### config.mk
export PLATFORM = sky130hd
export DESIGN_NAME = pipeline_hazard_ctrl_flat
export DESIGN_NICKNAME = d
export VERILOG_FILES = /design/src/rtl/pipeline_hazard_ctrl_if.sv /design/src/rtl/pipeline_hazard_ctrl.sv /design/src/flat_wrapper.sv
export SDC_FILE = /design/constraint.sdc
export NUM_CORES = 1
export LEC_CHECK = 0
export BUFFER_PORTS_ARGS = -buffer_cell sky130_fd_sc_hd__buf_2
export CORE_ASPECT_RATIO = 0.5
export CORE_MARGIN = 2
export CORE_UTILIZATION = 45
export DETAILED_ROUTE_END_ITERATION = 8
export PLACE_DENSITY = 0.75
export SETUP_SLACK_MARGIN = 0.05
export SLEW_MARGIN = 20
export SYNTH_ARGS = -nofsm -noshare
export SYNTH_HDL_FRONTEND = slang
export SYNTH_SLANG_ARGS = --single-unit
export TNS_END_PERCENT = 20
### constraint.sdc
create_clock -name clk -period 1.9 [get_ports clk]
set_input_delay 0.19 -clock clk [delete_from_list [all_inputs] [get_ports clk]]
set_output_delay 0.19 -clock clk [all_outputs]
set_load 0.01 [all_outputs]
### src/rtl/pipeline_hazard_ctrl_if.sv
// rtl/pipeline_hazard_ctrl_if.sv - decode/readreg hazard signals and pipeline enables
interface pipeline_hazard_ctrl_if;
  logic [2:0] num_Rm_id;
  logic [2:0] num_Rn_id;
  logic [2:0] used_RmRnRd_id;
  logic       loads_rr;
  logic [2:0] num_Rd_rr;
  logic       used_Rd_rr;
  logic       mem_busy;
  logic       flush;
  logic       update_pc;
  logic       update_if;
  logic       update_rr;
  logic       bubble_rr;

  modport master (
    output num_Rm_id, num_Rn_id, used_RmRnRd_id, loads_rr, num_Rd_rr, used_Rd_rr,
           mem_busy, flush,
    input  update_pc, update_if, update_rr, bubble_rr
  );

  modport slave (
    input  num_Rm_id, num_Rn_id, used_RmRnRd_id, loads_rr, num_Rd_rr, used_Rd_rr,
           mem_busy, flush,
    output update_pc, update_if, update_rr, bubble_rr
  );
endinterface

### src/rtl/pipeline_hazard_ctrl.sv
// rtl/pipeline_hazard_ctrl.sv - load-use stall, memory freeze and flush control
// Enables are combinational from state, so a stall or bubble takes effect in the same cycle.
module pipeline_hazard_ctrl #(
  parameter int CNT_W = 16
) (
  input  logic                 clk,
  input  logic                 rst,
  pipeline_hazard_ctrl_if.slave hif,
  output logic [CNT_W-1:0]     stall_cycles,
  output logic [7:0]           hazard_events
);

  typedef enum logic [1:0] {
    RUN    = 2'd0,
    LSTALL = 2'd1,
    MEMW   = 2'd2
  } state_e;

  state_e           state_q, state_d;
  logic             flush_pend_q, flush_pend_d;
  logic [CNT_W-1:0] stall_q, stall_d;
  logic [7:0]       hzev_q, hzev_d;

  logic hz;
  logic take_hz;
  logic upc, uif, urr, bub;

  assign hz = hif.loads_rr & hif.used_Rd_rr &
              ((hif.used_RmRnRd_id[2] & (hif.num_Rm_id == hif.num_Rd_rr)) |
               (hif.used_RmRnRd_id[1] & (hif.num_Rn_id == hif.num_Rd_rr)));

  always_comb begin
    state_d      = state_q;
    flush_pend_d = flush_pend_q;
    upc          = 1'b1;
    uif          = 1'b1;
    urr          = 1'b1;
    bub          = 1'b0;
    take_hz      = 1'b0;
    case (state_q)
      MEMW: begin
        if (hif.mem_busy) begin
          upc          = 1'b0;
          uif          = 1'b0;
          urr          = 1'b0;
          flush_pend_d = flush_pend_q | hif.flush;
        end else begin
          // A flush seen while frozen still has to kill the decoded instruction now.
          bub          = flush_pend_q | hif.flush;
          flush_pend_d = 1'b0;
          state_d      = RUN;
        end
      end
      LSTALL: begin
        if (hif.mem_busy) begin
          upc          = 1'b0;
          uif          = 1'b0;
          urr          = 1'b0;
          flush_pend_d = flush_pend_q | hif.flush;
          state_d      = MEMW;
        end else begin
          bub     = hif.flush;
          state_d = RUN;
        end
      end
      default: begin
        if (hif.mem_busy) begin
          upc          = 1'b0;
          uif          = 1'b0;
          urr          = 1'b0;
          flush_pend_d = flush_pend_q | hif.flush;
          state_d      = MEMW;
        end else if (hif.flush) begin
          bub = 1'b1;
        end else if (hz) begin
          upc     = 1'b0;
          uif     = 1'b0;
          bub     = 1'b1;
          take_hz = 1'b1;
          state_d = LSTALL;
        end
      end
    endcase
  end

  always_comb begin
    stall_d = stall_q;
    if (!upc && (stall_q != {CNT_W{1'b1}})) begin
      stall_d = stall_q + CNT_W'(1);
    end
    hzev_d = hzev_q;
    if (take_hz) begin
      hzev_d = hzev_q + 8'd1;
    end
  end

  always_ff @(posedge clk or negedge rst) begin
    if (!rst) begin
      state_q      <= RUN;
      flush_pend_q <= 1'b0;
      stall_q      <= '0;
      hzev_q       <= '0;
    end else begin
      state_q      <= state_d;
      flush_pend_q <= flush_pend_d;
      stall_q      <= stall_d;
      hzev_q       <= hzev_d;
    end
  end

  // Enables are forced low while reset is held, independent of the clock.
  assign hif.update_pc = rst & upc;
  assign hif.update_if = rst & uif;
  assign hif.update_rr = rst & urr;
  assign hif.bubble_rr = rst & bub;

  assign stall_cycles  = stall_q;
  assign hazard_events = hzev_q;

endmodule

### src/flat_wrapper.sv
// flat-port wrapper written by rule: the top's interface ports become plain ports
module pipeline_hazard_ctrl_flat 
#(
  parameter int CNT_W = 16
)
  (clk, rst, stall_cycles, hazard_events, hif_num_Rm_id, hif_num_Rn_id, hif_used_RmRnRd_id, hif_loads_rr, hif_num_Rd_rr, hif_used_Rd_rr, hif_mem_busy, hif_flush, hif_update_pc, hif_update_if, hif_update_rr, hif_bubble_rr);
  pipeline_hazard_ctrl_if hif_i ();
  input  logic clk;
  input  logic rst;
  output logic [CNT_W-1:0] stall_cycles;
  output logic [7:0] hazard_events;
  input wire logic [$bits(hif_i.num_Rm_id)-1:0] hif_num_Rm_id;
  input wire logic [$bits(hif_i.num_Rn_id)-1:0] hif_num_Rn_id;
  input wire logic [$bits(hif_i.used_RmRnRd_id)-1:0] hif_used_RmRnRd_id;
  input wire logic [$bits(hif_i.loads_rr)-1:0] hif_loads_rr;
  input wire logic [$bits(hif_i.num_Rd_rr)-1:0] hif_num_Rd_rr;
  input wire logic [$bits(hif_i.used_Rd_rr)-1:0] hif_used_Rd_rr;
  input wire logic [$bits(hif_i.mem_busy)-1:0] hif_mem_busy;
  input wire logic [$bits(hif_i.flush)-1:0] hif_flush;
  output wire logic [$bits(hif_i.update_pc)-1:0] hif_update_pc;
  output wire logic [$bits(hif_i.update_if)-1:0] hif_update_if;
  output wire logic [$bits(hif_i.update_rr)-1:0] hif_update_rr;
  output wire logic [$bits(hif_i.bubble_rr)-1:0] hif_bubble_rr;
  assign hif_i.num_Rm_id = hif_num_Rm_id;
  assign hif_i.num_Rn_id = hif_num_Rn_id;
  assign hif_i.used_RmRnRd_id = hif_used_RmRnRd_id;
  assign hif_i.loads_rr = hif_loads_rr;
  assign hif_i.num_Rd_rr = hif_num_Rd_rr;
  assign hif_i.used_Rd_rr = hif_used_Rd_rr;
  assign hif_i.mem_busy = hif_mem_busy;
  assign hif_i.flush = hif_flush;
  assign hif_update_pc = hif_i.update_pc;
  assign hif_update_if = hif_i.update_if;
  assign hif_update_rr = hif_i.update_rr;
  assign hif_bubble_rr = hif_i.bubble_rr;
  pipeline_hazard_ctrl #(.CNT_W(CNT_W)) u_core (.clk(clk), .rst(rst), .hif(hif_i), .stall_cycles(stall_cycles), .hazard_events(hazard_events));
endmodule
; Word-level counts from Yosys, hierarchy flattened
; Cells that the tools add are included.
; Widths: inputs -> output; s select.
[totals]
ff_bits = 27
latchBits = 0
ram_bits = 0
rom_bits = 0
word_cells = 51
memories = 0
[classes]
addsub = 2
multipliers = 0
n_div = 0
magnitude_cmp = 0
n_eq_ne = 7
shifts = 0
n_mux = 23
bitwise_logic = 9
n_reduce_logical = 6
[op_table]
columns = cell, n
row1 = $add 16x1->16 const B, 1
row2 = $mux 1, 16
row3 = $ne 16x16->1 const B, 1
row4 = $mux 2, 5
row5 = $add 8x1->8 const B, 1
row6 = $and 1x1->1, 7
row7 = $eq 3x3->1, 2
row8 = $ne 4x2->1 const B, 1
row9 = $pmux 2 s2, 1
row10 = $reduce_bool 4->1, 1
row11 = $reduce_and 3->1, 1
row12 = $eq 2x1->1 const B, 1
row13 = $eq 2x2->1 const B, 1
row14 = $ne 2x2->1 const B, 1
row15 = $or 1x1->1, 2
row16 = $pmux 1 s2, 1
row17 = $reduce_bool 2->1, 1
row18 = $reduce_or 2->1, 1
row19 = $logic_and 1x1->1, 1
row20 = $logic_not 1->1, 1

; Longest topological paths before layout
[logic_depth]
word_depth = 10
depth_mapped = 8
mapped_depth_nobuf = 7

; Worst setup path after synthesis
; Ideal clock, no wire load.
[synth_path]
kind = register to register
startpoint = register u_core.state_q[0]
endpoint = register u_core.stall_q[15] (netlist: u_core.stall_cycles[15])
setup_time_ps = 79
arrival_time_ps = 1663
required_ps = 1821
slack_ps = 158
stages_incl_launch_ff = 9
synth_period_minus_slack_ps = 1742
path_cell_list = dfrtp_1 > inv_1 > ha_1 > nand2b_2 > a211oi_2 > o21ai_2 > buf_6 > nor4_4 > xor2_1
[synth_via]
elab_chain_len = 5
[synth_rtl]
columns = item, line
row1 = start: declaration, pipeline_hazard_ctrl.sv:19  ; state_e state_q, state_d;
row2 = start signal: assignment, pipeline_hazard_ctrl.sv:104  ; state_q <= state_d;
row3 = $eq 2x2->1 or $eq 2x1->1 (tied branches), pipeline_hazard_ctrl.sv:40  ; case (state_q)
row4 = $reduce_or 2->1 (no source line) (*), -
row5 = $mux 1 (*), -
row6 = $logic_not 1->1 (*), pipeline_hazard_ctrl.sv:88  ; if (!upc && (stall_q != {CNT_W{1'b1}})) begin
row7 = $logic_and 1x1->1 (*), pipeline_hazard_ctrl.sv:88
row8 = end signal: assignment, pipeline_hazard_ctrl.sv:106  ; stall_q <= stall_d;
row9 = end: declaration, pipeline_hazard_ctrl.sv:21  ; logic [CNT_W-1:0] stall_q, stall_d;
; Every way passes the cells marked *; elsewhere a longest branch is shown, timed or not.
; A chain may end at the register's enable or synchronous reset.

; Final worst setup path
[layout_path]
startpoint = register u_core.state_q[1]
endpoint = register u_core.stall_q[13] (netlist: u_core.stall_cycles[13])
; The elaborated chain is that of the path after synthesis.

==> metrics.txt <==
cell area after placement 0.00179 mm^2; port bufs 44; worst hold path class in -> reg; First-pass DRT Iterations 5; # IOs 46; # setup viols final 0; Switching Share a little over a third; distinct cell type count after synthesis 36; drt total wl 3.03 mm; gr usage total 17.2%; Rel. slew slack about 73%; Clock power frac about 18%; share of layout cells above drive strength 1 38.7%; Worst R2R End u_core.stall_cycles[13]; DRC Markers 0; Syn Area/Cell 10.7 um^2; CP Cell Sequence ha_4, nand2b_4, a211oi_4, buf_6, o21ai_4, nor4_1, xor2_1; Setup crit start kind flip-flop; post-synthesis sequential area ratio 46.3%; static leakage 0.986 nW; htree depth 1; GRT overflow 0; layout overhead on the synthesized area 30.5%; clock skew 0.00405 ns; vias per cell 5.24; Routability Congestion 0.839; r2r worst-path depth 7; switching pwr between 0.0006 and 0.0007 W; Root Driver clkbuf_8; die width 84.5 um; Reg power frac 40.4%; cts bufs inserted 3; post-layout util 62.5%; Slew Limit Fails 0; Skew-Pair Late Insertion Delay 0.27 ns; status finished, final reports clean; actual slew at the worst max-slew pin 0.408 ns; crit path DAT 2.02 ns; worst setup path endpoint u_core.stall_cycles[13]; Clock Sink Count 27; Worst path max stage delay 0.42 ns; initial detailed-routing violation count 60; FMAX 0.550 GHz; core region area 0.00305 mm^2; n_diodes 0; Int Power 0.00122 W; fill count 267; Post-Route Setup TNS 0 ns; post-DP HPWL 2.38 mm; final hold violations 0; critical path peak fanout 5; #FFs+latches synth 27; crit path max-delay cell type dfrtp_1; pwr dens 980 mW/mm^2; via count approximately 1200; die area 0.00374 mm^2; final non-filler cell area 0.00190 mm^2; Die H 44.3 um; start point of the critical path u_core.state_q[1]; post-place setup slack -0.00459 ns; CTS tree yes; Worst VDD drop 0.529 mV; Worst Setup End Kind flip-flop; Critical Path RT about 2.1 ns; Longest Clk Path Bufs 2; flop2flop setup slack 0.08 ns; vias in the first global route 1135; setup ws final 0.0808 ns; synth warn 0; largest net degree at the start of global routing 28; syn_nets 158; Max-cap violations 0; nets 217; period utilisation layout between 90% and 100%; Mapped Cells ~140; Setup CP Type reg -> reg; Initial Utilization 47.9%; final worst path period need 1.82 ns; first-pass GRT wire length 5.06 mm; combinational share of power 42.0%; RSZ-0062 raised after global routing true; Detail Route Antenna Nets 0; Cell Area, Synth approximately 0.0015 mm^2; Worst R2R Start u_core.state_q[1]; Clock transition at path regs 0.09 ns; initial antenna violation count 0; WL/cell 13.0 um; Core Rows 14
through the flow:
step / total power, W / hold slack [ns] / instances
after global routing: 0.00201 / 0.263 / 234
after global placement: 0.00145 / 0.214 / 228
after floorplan: 0.00117 / -0.106 / 136
after detailed placement: 0.00148 / 0.219 / 228
final: 0.00187 / 0.216 / 234
after CTS: 0.00183 / 0.200 / 234
cells in the final DEF (no fill, tap or decap), types with 2 or more instances in the layout:
cell type / count
buf_6: 2
o31ai_1: 2
clkbuf_8: 3
a21oi_1: 2
nand3_1: 8
ha_1: 3
inv_1: 5
nor3_2: 2
buf_2: 44
nor2_1: 6
dfrtp_1: 27
and2_1: 2
o21ai_0: 3
and3_1: 3
xnor2_1: 19
xor2_1: 9
nor2b_1: 2
buf_4: 11
nand2_1: 10
nand4_1: 9
metal layers:
layer / share of wire (%) / wire [um] / global-route usage, % / vias to the layer above
li1: - / - / - / 595
met1: 45 / 1350 / 22.1 / 586
met2: 49 / 1470 / 29.6 / 42
met3: 6.4 / 194 / 4.29 / 3
met4: 0.40 / 12 / 5.08 / 0
met5: 0 / 0 / 0 / -
final cells by class:
cell class	count	area, um^2	area share (%)
Multi-Input combinational cell	99	772	40.5
Sequential cell	27	676	35.5
Timing Repair Buffer	58	335	17.6
Tap cell	40	50.0	2.63
Clock buffer	3	41.3	2.17
Inverter	6	22.5	1.18
Clock inverter	1	7.51	0.394
cell families (layout without fill, tap and decap cells):
kind of cell    Yosys count  count (layout)  share of synthesized area, %
buf+inv                  10              68                          3.52
fa+ha+maj                 4               4                          3.43
simple gates             52              52                          22.0
flops                    27              27                          46.3
mux                       1               1                         0.772
xor+xnor                 28              28                          16.8
compound gates           14              14                          7.20
what timing repair did:
action / CTS / global route
pin swaps: 1 / 1
hold endpoints to repair: 27 / 0
gates cloned: 0 / 0
hold buffers: 1 / 0
resized for setup: 2 / 7
buffers inserted: 1 / 0
setup endpoints to repair: 9 / 15
power by group through the flow:
stage | clock network (W) | registers [W] | logic [W]
finish | 0.000328 | 0.000754 | 0.000784
global route | 0.000363 | 0.000770 | 0.000875
CTS | 0.000340 | 0.000750 | 0.000736
detailed placement | 0 | 0.000759 | 0.000725
global placement | 0 | 0.000751 | 0.000699
floorplan | 0 | 0.000826 | 0.000340
Yosys cell counts, drive strengths merged:
master,instances,area share (%)
nor3,4,2.4
a21oi,2,0.69
o21ai,4,1.6
a32oi,1,0.60
o21a,1,0.51
dfrtp,27,46
ha,4,3.4
nor4,3,2.7
inv,6,1.5
nand4,10,4.7
xnor2,19,11
a211oi,1,0.86
nand2b,1,0.60
xor2,9,5.4
and2,2,0.86
nor2b,2,0.86
and3,3,1.3
mux2,1,0.77
o32a,1,0.69
nor2,6,1.5
o211a,1,0.69
nand2,10,2.6
a22oi,1,0.51
nand3,8,2.7
o31ai,2,1.0
buf,4,2.0
and4,1,0.60
or3,1,0.43
and2b,1,0.60
flip-flops by register name (all words and copies together) (netlist names):
name	cells
u_core.hazard_events	8
u_core.stall_cycles	16
u_core.flush_pend_q	1
u_core.state_q	2
how the worst min path moves through the flow:
stage / from / end / slack, ns / cells past startpoint
finish: hif_flush / u_core.flush_pend_q / 0.22 / 3
CTS: hif_flush / u_core.flush_pend_q / 0.20 / 3
detailed placement: rst / u_core.state_q[1] / 0.22 / 2
global placement: rst / u_core.state_q[1] / 0.21 / 2
floorplan: rst / u_core.flush_pend_q / -0.11 / 0
global route: hif_flush / u_core.flush_pend_q / 0.26 / 3
critical path: cells and delay by family, from the launching register on:
| kind | cells | cell delay [ns] |
|---|---|---|
| buffers and inverters | 1 | 0.14 |
| and+or+nand+nor | 2 | 0.45 |
| adders and majority gates | 1 | 0.30 |
| DFF | 1 | 0.42 |
| AOI/OAI and AO/OA | 2 | 0.25 |
| xor gates and xnor gates | 1 | 0.19 |
Power figures use the tool's default switching activity.
